$ cat src/rtl/uart_rx_cfg.sv
// Oversampled UART receiver with valid/ready holding register and frame/parity/overrun status.
// Optional parity stage is compiled in by defining UART_RX_PARITY_EN.
module uart_rx_cfg #(
   parameter int DBIT    = 8,
   parameter int OVS     = 16,
   parameter int SB_TICK = 16
) (
   input  logic            clk,
   input  logic            reset_n,
   input  logic            rx,
   input  logic            s_tick,
   input  logic            par_odd,
   input  logic            rx_ready,
   output logic            rx_valid,
   output logic [DBIT-1:0] rx_dout,
   output logic            frame_err,
   output logic            parity_err,
   output logic            overrun_err,
   output logic            rx_done_tick
);

   localparam int TMAX = (OVS > SB_TICK) ? OVS : SB_TICK;
   localparam int TW   = $clog2(TMAX);
   localparam int BW   = $clog2(DBIT);
   localparam logic [TW-1:0] T_HALF = TW'(OVS / 2 - 1);
   localparam logic [TW-1:0] T_BIT  = TW'(OVS - 1);
   localparam logic [TW-1:0] T_STOP = TW'(SB_TICK - 1);
   localparam logic [BW-1:0] B_LAST = BW'(DBIT - 1);

`ifdef UART_RX_PARITY_EN
   typedef enum logic [2:0] {IDLE = 3'd0, START = 3'd1, DATA = 3'd2, PARITY = 3'd3, STOP = 3'd4} state_t;
`else
   typedef enum logic [2:0] {IDLE = 3'd0, START = 3'd1, DATA = 3'd2, STOP = 3'd4} state_t;
`endif

   function automatic logic xor_reduce(input logic [DBIT-1:0] d);
      return ^d;
   endfunction

   state_t          state_r, state_nxt_s;
   logic [TW-1:0]   tick_r, tick_nxt_s;
   logic [BW-1:0]   bit_r, bit_nxt_s;
   logic [DBIT-1:0] sh_r, sh_nxt_s;
   logic            sync1_r, rxs_r;
   logic            done_s;
   logic            perr_s;

`ifdef UART_RX_PARITY_EN
   logic par_r, par_nxt_s;
   assign perr_s = ((xor_reduce(sh_r) ^ par_r) != par_odd);
`else
   logic unused_par_odd;
   assign unused_par_odd = par_odd;
   assign perr_s = 1'b0;
`endif

   // Two-flop synchronizer; idles high so reset never looks like a start bit.
   always_ff @(posedge clk) begin
      if (!reset_n) begin
         sync1_r <= 1'b1;
         rxs_r   <= 1'b1;
      end else begin
         sync1_r <= rx;
         rxs_r   <= sync1_r;
      end
   end

   // FSM state, counters and shift register.
   always_ff @(posedge clk) begin
      if (!reset_n) begin
         state_r <= IDLE;
         tick_r  <= '0;
         bit_r   <= '0;
         sh_r    <= '0;
`ifdef UART_RX_PARITY_EN
         par_r   <= 1'b0;
`endif
      end else begin
         state_r <= state_nxt_s;
         tick_r  <= tick_nxt_s;
         bit_r   <= bit_nxt_s;
         sh_r    <= sh_nxt_s;
`ifdef UART_RX_PARITY_EN
         par_r   <= par_nxt_s;
`endif
      end
   end

   // Next-state logic; counters move only on s_tick, start detection does not wait for it.
   always_comb begin
      state_nxt_s = state_r;
      tick_nxt_s  = tick_r;
      bit_nxt_s   = bit_r;
      sh_nxt_s    = sh_r;
      done_s      = 1'b0;
`ifdef UART_RX_PARITY_EN
      par_nxt_s   = par_r;
`endif
      case (state_r)
         IDLE: begin
            if (!rxs_r) begin
               tick_nxt_s  = '0;
               state_nxt_s = START;
            end else begin
               state_nxt_s = IDLE;
            end
         end
         START: begin
            if (s_tick && (tick_r == T_HALF)) begin
               if (!rxs_r) begin
                  tick_nxt_s  = '0;
                  bit_nxt_s   = '0;
                  state_nxt_s = DATA;
               end else begin
                  state_nxt_s = IDLE;
               end
            end else if (s_tick) begin
               tick_nxt_s = tick_r + 1'b1;
            end else begin
               tick_nxt_s = tick_r;
            end
         end
         DATA: begin
            if (s_tick && (tick_r == T_BIT)) begin
               sh_nxt_s   = {rxs_r, sh_r[DBIT-1:1]};
               tick_nxt_s = '0;
               if (bit_r == B_LAST) begin
`ifdef UART_RX_PARITY_EN
                  state_nxt_s = PARITY;
`else
                  state_nxt_s = STOP;
`endif
               end else begin
                  bit_nxt_s = bit_r + 1'b1;
               end
            end else if (s_tick) begin
               tick_nxt_s = tick_r + 1'b1;
            end else begin
               tick_nxt_s = tick_r;
            end
         end
`ifdef UART_RX_PARITY_EN
         PARITY: begin
            if (s_tick && (tick_r == T_BIT)) begin
               par_nxt_s   = rxs_r;
               tick_nxt_s  = '0;
               state_nxt_s = STOP;
            end else if (s_tick) begin
               tick_nxt_s = tick_r + 1'b1;
            end else begin
               tick_nxt_s = tick_r;
            end
         end
`endif
         STOP: begin
            if (s_tick && (tick_r == T_STOP)) begin
               done_s      = 1'b1;
               state_nxt_s = IDLE;
            end else if (s_tick) begin
               tick_nxt_s = tick_r + 1'b1;
            end else begin
               tick_nxt_s = tick_r;
            end
         end
         default: begin
            state_nxt_s = IDLE;
         end
      endcase
   end

   // Holding register: a completed frame is dropped (and flagged) only if the slot stays occupied.
   always_ff @(posedge clk) begin
      if (!reset_n) begin
         rx_done_tick <= 1'b0;
         rx_valid     <= 1'b0;
         rx_dout      <= '0;
         frame_err    <= 1'b0;
         parity_err   <= 1'b0;
         overrun_err  <= 1'b0;
      end else begin
         rx_done_tick <= done_s;
         if (done_s && (!rx_valid || rx_ready)) begin
            rx_dout     <= sh_r;
            frame_err   <= ~rxs_r;
            parity_err  <= perr_s;
            overrun_err <= 1'b0;
            rx_valid    <= 1'b1;
         end else if (done_s) begin
            overrun_err <= 1'b1;
         end else if (rx_valid && rx_ready) begin
            rx_valid    <= 1'b0;
            overrun_err <= 1'b0;
         end
      end
   end

endmodule
$ cat config.mk
export PLATFORM = sky130hd
export DESIGN_NAME = uart_rx_cfg
export DESIGN_NICKNAME = d
export VERILOG_FILES = /design/src/rtl/uart_rx_cfg.sv
export SDC_FILE = /design/constraint.sdc
export NUM_CORES = 1
export LEC_CHECK = 0
export ABC_AREA = 1
export BUFFER_PORTS_ARGS = -buffer_cell sky130_fd_sc_hd__clkbuf_2
export CORE_UTILIZATION = 49
export CTS_BUF_LIST = sky130_fd_sc_hd__clkbuf_8
export DETAILED_ROUTE_END_ITERATION = 8
export HOLD_SLACK_MARGIN = 0.06
export MAX_ROUTING_LAYER = met4
export PLACE_DENSITY = 0.65
export REMOVE_ABC_BUFFERS = 1
export SLEW_MARGIN = 20
export SYNTH_ARGS = -nofsm -noshare
export SYNTH_HDL_FRONTEND = slang
export SYNTH_SLANG_ARGS = --single-unit
$ cat constraint.sdc
create_clock -name clk -period 3.6 [get_ports clk]
set_clock_uncertainty 0.15 [all_clocks]
set_input_delay 0.18 -clock clk [delete_from_list [all_inputs] [get_ports clk]]
set_output_delay 0.18 -clock clk [all_outputs]
set_load 0.03 [all_outputs]
# Word level (Yosys, flattened, before mapping)
# Index checks and enable logic that the tools add are counted.
dict set report word_totals {
  ff_bits 32
  inputBits 6
  out_inout_bits 13
  elab_cells 70
}
dict set report classes {
  n_addsub 2
  eq_ne 14
  n_mux 24
  bitwise 2
  n_reduce_logical 17
}
# cell n
set op_table {}
lappend op_table {{2-to-1 mux 3 bit} 8}
lappend op_table {{2-to-1 mux 4 bit} 5}
lappend op_table {{one-hot mux 4 bit (4 select lines)} 1}
lappend op_table {{!= test 2 bit, second input constant} 7}
lappend op_table {{one-hot mux 3 bit (4 select lines)} 1}
lappend op_table {{2-to-1 mux 1 bit} 7}
lappend op_table {{== test 3 bit, second input constant} 2}
lappend op_table {{one-hot mux 3 bit (2 select lines)} 1}
lappend op_table {{AND reduction 2 bit} 3}
lappend op_table {{nonzero test 2 bit} 3}
lappend op_table {{AND reduction 5 bit} 1}
lappend op_table {{adder 4 x 1 -> 4 bit, second input constant} 1}
lappend op_table {{== test 4 x 3 -> 1 bit, second input constant} 1}
lappend op_table {{== test 4 bit, second input constant} 1}
lappend op_table {{logical AND 1 bit} 4}
lappend op_table {{AND reduction 4 bit} 1}
lappend op_table {{nonzero test 4 bit} 1}
lappend op_table {{adder 3 x 1 -> 3 bit, second input constant} 1}
lappend op_table {{== test 3 x 1 -> 1 bit, second input constant} 1}
lappend op_table {{== test 3 x 2 -> 1 bit, second input constant} 1}
lappend op_table {{zero test 3 bit} 1}
lappend op_table {{2-to-1 mux 2 bit} 1}
lappend op_table {{!= test 2 x 1 -> 1 bit, second input constant} 1}
lappend op_table {{inverter 1 bit} 2}
lappend op_table {{other kinds (3)} 3}

# Logic depth before layout (Yosys ltp)
dict set report logic_depth {
  depth_word 7
  mapped_depth 9
  depth_no_buf 9
}

# Least setup slack after synthesis
# No wires, ideal clock.
dict set report synth_path {
  path_type {register to register}
  start {reg tick_r[0]}
  end {reg frame_err}
  setup_ns 0.070
  arrival_time_ns 1.212
  slack_ns 2.167
  path_stages_with_launch 10
  path_cell_list {dfxtp_1 -> ha_1 -> nand3_2 -> nor2_4 -> nand2_4 -> inv_4 -> nand2_8 -> clkinv_8 -> nand2_1 -> a21oi_1}
}
dict set report synth_between {
  elab_chain_len 5
}
# element line_no
set synth_lines {}
lappend synth_lines {{start: declaration} 41} ;# logic [TW-1:0] tick_r, tick_nxt_s;
lappend synth_lines {{start signal: assignment} 80} ;# tick_r <= tick_nxt_s;
lappend synth_lines {{== test 4 bit} 156} ;# if (s_tick && (tick_r == T_STOP)) begin
lappend synth_lines {{logical AND 1 bit} 156}
lappend synth_lines {{2-to-1 mux 1 bit} 156}
lappend synth_lines {{2-to-1 mux 1 bit} 99} ;# case (state_r)
lappend synth_lines {{logical AND 1 bit} 182} ;# if (done_s && (!rx_valid || rx_ready)) begin
lappend synth_lines {{end signal: assignment} 184} ;# frame_err <= ~rxs_r;
lappend synth_lines {{end: declaration} 16} ;# output logic frame_err,
# No other way between the ends.
# A chain may end at the register's enable or synchronous reset.

# Worst setup path in the final report
dict set report layout_path {
  start {reg tick_r[0]}
  end {reg rx_dout[1]}
}
dict set report layout_between {
  elab_chain_len 5
}
# element line_no
set layout_lines {}
lappend layout_lines {{== test 4 bit} 156}
lappend layout_lines {{logical AND 1 bit} 156}
lappend layout_lines {{2-to-1 mux 1 bit} 156}
lappend layout_lines {{2-to-1 mux 1 bit} 99}
lappend layout_lines {{logical AND 1 bit} 182}
lappend layout_lines {{end signal: assignment} 183} ;# rx_dout <= sh_r;
lappend layout_lines {{end: declaration} 15} ;# output logic [DBIT-1:0] rx_dout,
# No other way between the ends.

==> results_dict.tcl <==
set metrics [dict create \
    status "finished, final reports clean" \
    grt_pass1_wl_mm 4.73 \
    finalCoreUtilization_pct 59.1 \
    clk_latency_ns 0.28 \
    avgSynthCellArea_sq_um 7.44 \
    areaGrowthSynthToFinish_pct 13.5 \
    num_vias 1241 \
    slew_violations 0 \
    gp_congestion 0.773 \
    clkPwrFrac_pct 29.9 \
    setup_viol 0 \
    max_clock_freq_mhz 607 \
    pwr_density_cell_mw_per_mm2 548 \
    grt-busiest-layer "met2" \
    clock-sinks 32 \
    maxCapViolations 0 \
    h-tree-depth 2 \
    portBuffers 16 \
    worstSetupEndpointType "flop" \
    die_y_microns 56.1 \
    dpl.hpwl_mm 1.95 \
    io_pins 19 \
    numCtsBuffers 5 \
    postCtsSetupBuffers 0 \
    hold_viol 0 \
    slowest_stage "dfxtp_1" \
    viasPerCell 5.07 \
    seq_power_share_pct 45.7 \
    overflow 0 \
    cts.clk_slew.worst_paths_ns 0.07 \
    max_stage_delay_ns 0.37 \
    tightest_slew_ns 0.527 \
    start_util_pct 52.0 \
    dominantRegCellSynth "dfxtp_1" \
    antenna_cells 0 \
    cts_tree "yes" \
    swShare_pct 33.4 \
    wl_per_cell_microns 10.9 \
    drtPass1Iterations 4 \
    post_cts_resized 0 \
    grtUsageMet1_pct 23.6 \
    grtUsageMet2_pct 31.3 \
    clock_path_buffers 2 \
    core_area_sq_mm 0.00276 \
    gr-usage-met3_pct 7.67 \
    hold_path.class "in -> reg" \
    die_w_microns 56.1 \
    drt-initial-drc-count 39 \
    ir_worst_vdd_uv 420 \
    synth_edf_count 0 \
    netlist-cell-type-count 26 \
    route.detailed.drc 0 \
    leakage_nw 0.706 \
    syn_inst 193 \
    drt_wl_total_mm 2.67 \
    ys_seq_area_share_pct 44.6 \
    p_int_mw 0.594 \
    post-route-period-util_pct 45.8 \
    antenna_found_initial 0 \
    grt_use_total_pct 20.1 \
    cts-root-buf "clkbuf_8" \
    yosysWarnings 0 \
    die-area_sq_mm 0.00315 \
    syn_area_sq_mm 0.00144 \
    path_max_fanout 10 \
    yosys_register_bits 32 \
    p_comb_share_pct 24.4 \
    slew_headroom_pct 64.7 \
    rows 19 \
    grt_max_degree 20 \
    crit_arrival_ns 1.69 \
    crit_path_start_kind "flop" \
    nNetsFinal 222 \
    async_flop_share_pct 0 \
    path_cells "ha_1 -> nand3_2 -> nor2_4 -> nand2_4 -> inv_4 -> nand2_8 -> clkinv_8 -> nand2_1 -> a21oi_1" \
    p_sw_mw 0.299 \
    worstSetupPathType "reg -> reg" \
    grt_setup_unrepaired "no" \
    fillerInstances 263 \
    grt_pass1_vias 1115 \
    drive_gt1_share_pct 22.0 \
    ant_nets 0 \
    period_needed_ns 1.65 \
    critPathRequiredTime_ns 3.65 \
    final.setup.tns_ns 0 \
]
metrics by stage:
stage                     instances  power (mW)  cell area, sq um  setup WS (ns)  hold WS, ns
final                           245       0.893              1630           1.95        0.107
after global routing            245       0.963              1630           1.81        0.136
after CTS                       245       0.902              1630           1.95        0.100
after detailed placement        236       0.632              1530           1.91        0.220
after global placement          236       0.619              1530           1.92        0.218
after floorplan                 189       0.584              1410           2.16        0.137
area by class of cell:
class	instances	area, sq um	area share, %
inverter	16	75.1	4.61
tap	31	38.8	2.38
clock buffer	5	68.8	4.22
clock inverter	3	18.8	1.15
multi-input combinational	141	697	42.8
timing repair buffer	17	90.1	5.53
sequential	32	641	39.3
registers in the layout, indices dropped and copies added (netlist names), 3 cells and up:
| signal | count |
|---|---|
| bit_r | 3 |
| sh_r | 8 |
| rx_dout | 8 |
| state_r | 3 |
| tick_r | 4 |
critical path: cells and delay by family (launching register included):
family	cells	cell delay (ns)
AOI/OAI and AO/OA	1	0.13
adders and majority gates	1	0.26
buffers and inverters	2	0.16
DFF	1	0.37
and+or+nand+nor	5	0.49
power by group through the flow:
stage               registers (mW)  logic, mW  clock network [mW]
finish                       0.408      0.217               0.267
global route                 0.412      0.253               0.298
CTS                          0.408      0.217               0.277
detailed placement           0.416      0.215                   0
global placement             0.413      0.206                   0
floorplan                    0.410      0.174                   0
repair_timing:
action	4_1_cts	5_1_grt
hold endpoints to repair	1	0
hold buffers	1	0
endpoints found under the setup margin	0	0
cell usage after synthesis (3+ instances only):
master / number / area [sq um]
a21oi_1: 19 / 95.1
dfxtp_1: 32 / 641
ha_1: 3 / 37.5
inv_1: 9 / 33.8
inv_2: 4 / 15.0
nand2_1: 51 / 191
nand2_2: 5 / 31.3
nand3_1: 7 / 35.0
nand3_2: 3 / 30.0
nor2_1: 27 / 101
o21ai_0: 10 / 50.1
or2_2: 3 / 18.8
kinds of logic after synthesis:
group	share of synthesized area, %
AOI/OAI and AO/OA	10.5
xor gates and xnor gates	0.610
adders and majority gates	2.62
buffers and inverters	6.80
DFF	44.6
other	0.261
and+or+nand+nor	34.6
placed cells by master, fill, tap and decap left out:
cell type,instances
inv_4,1
nand4_1,2
nand3_1,7
inv_2,4
clkbuf_8,5
dlygate4sd3_1,1
clkinv_2,2
nand2_8,1
clkinv_4,1
clkbuf_2,16
nand2_2,5
nor2_1,27
conb_1,1
nand3_2,3
nand2_4,1
dfxtp_1,32
nor2_4,2
xor2_1,1
nor3_1,2
or2_2,3
nand2_1,51
ha_1,3
nor2_2,2
clkinv_1,1
a21oi_1,19
o21ai_0,10
o21ai_1,1
clkinv_8,1
inv_1,9
per-layer routing:
layer,share of wire [%],vias up
met3,3.7,4
met2,48,22
li1,-,653
met4,0.82,0
met1,48,562
met5,0,-
worst paths after layout:
check | depth (start not counted) | to | slack (ns) | from
setup reg to reg | 9 | rx_dout[1] | 1.95 | tick_r[0]
hold / removal | 4 | overrun_err | 0.11 | rx_ready
setup / recovery | 9 | rx_dout[1] | 1.95 | tick_r[0]
hold reg to reg | 1 | rxs_r | 0.26 | sync1_r
(Power assumes the default switching activity.)
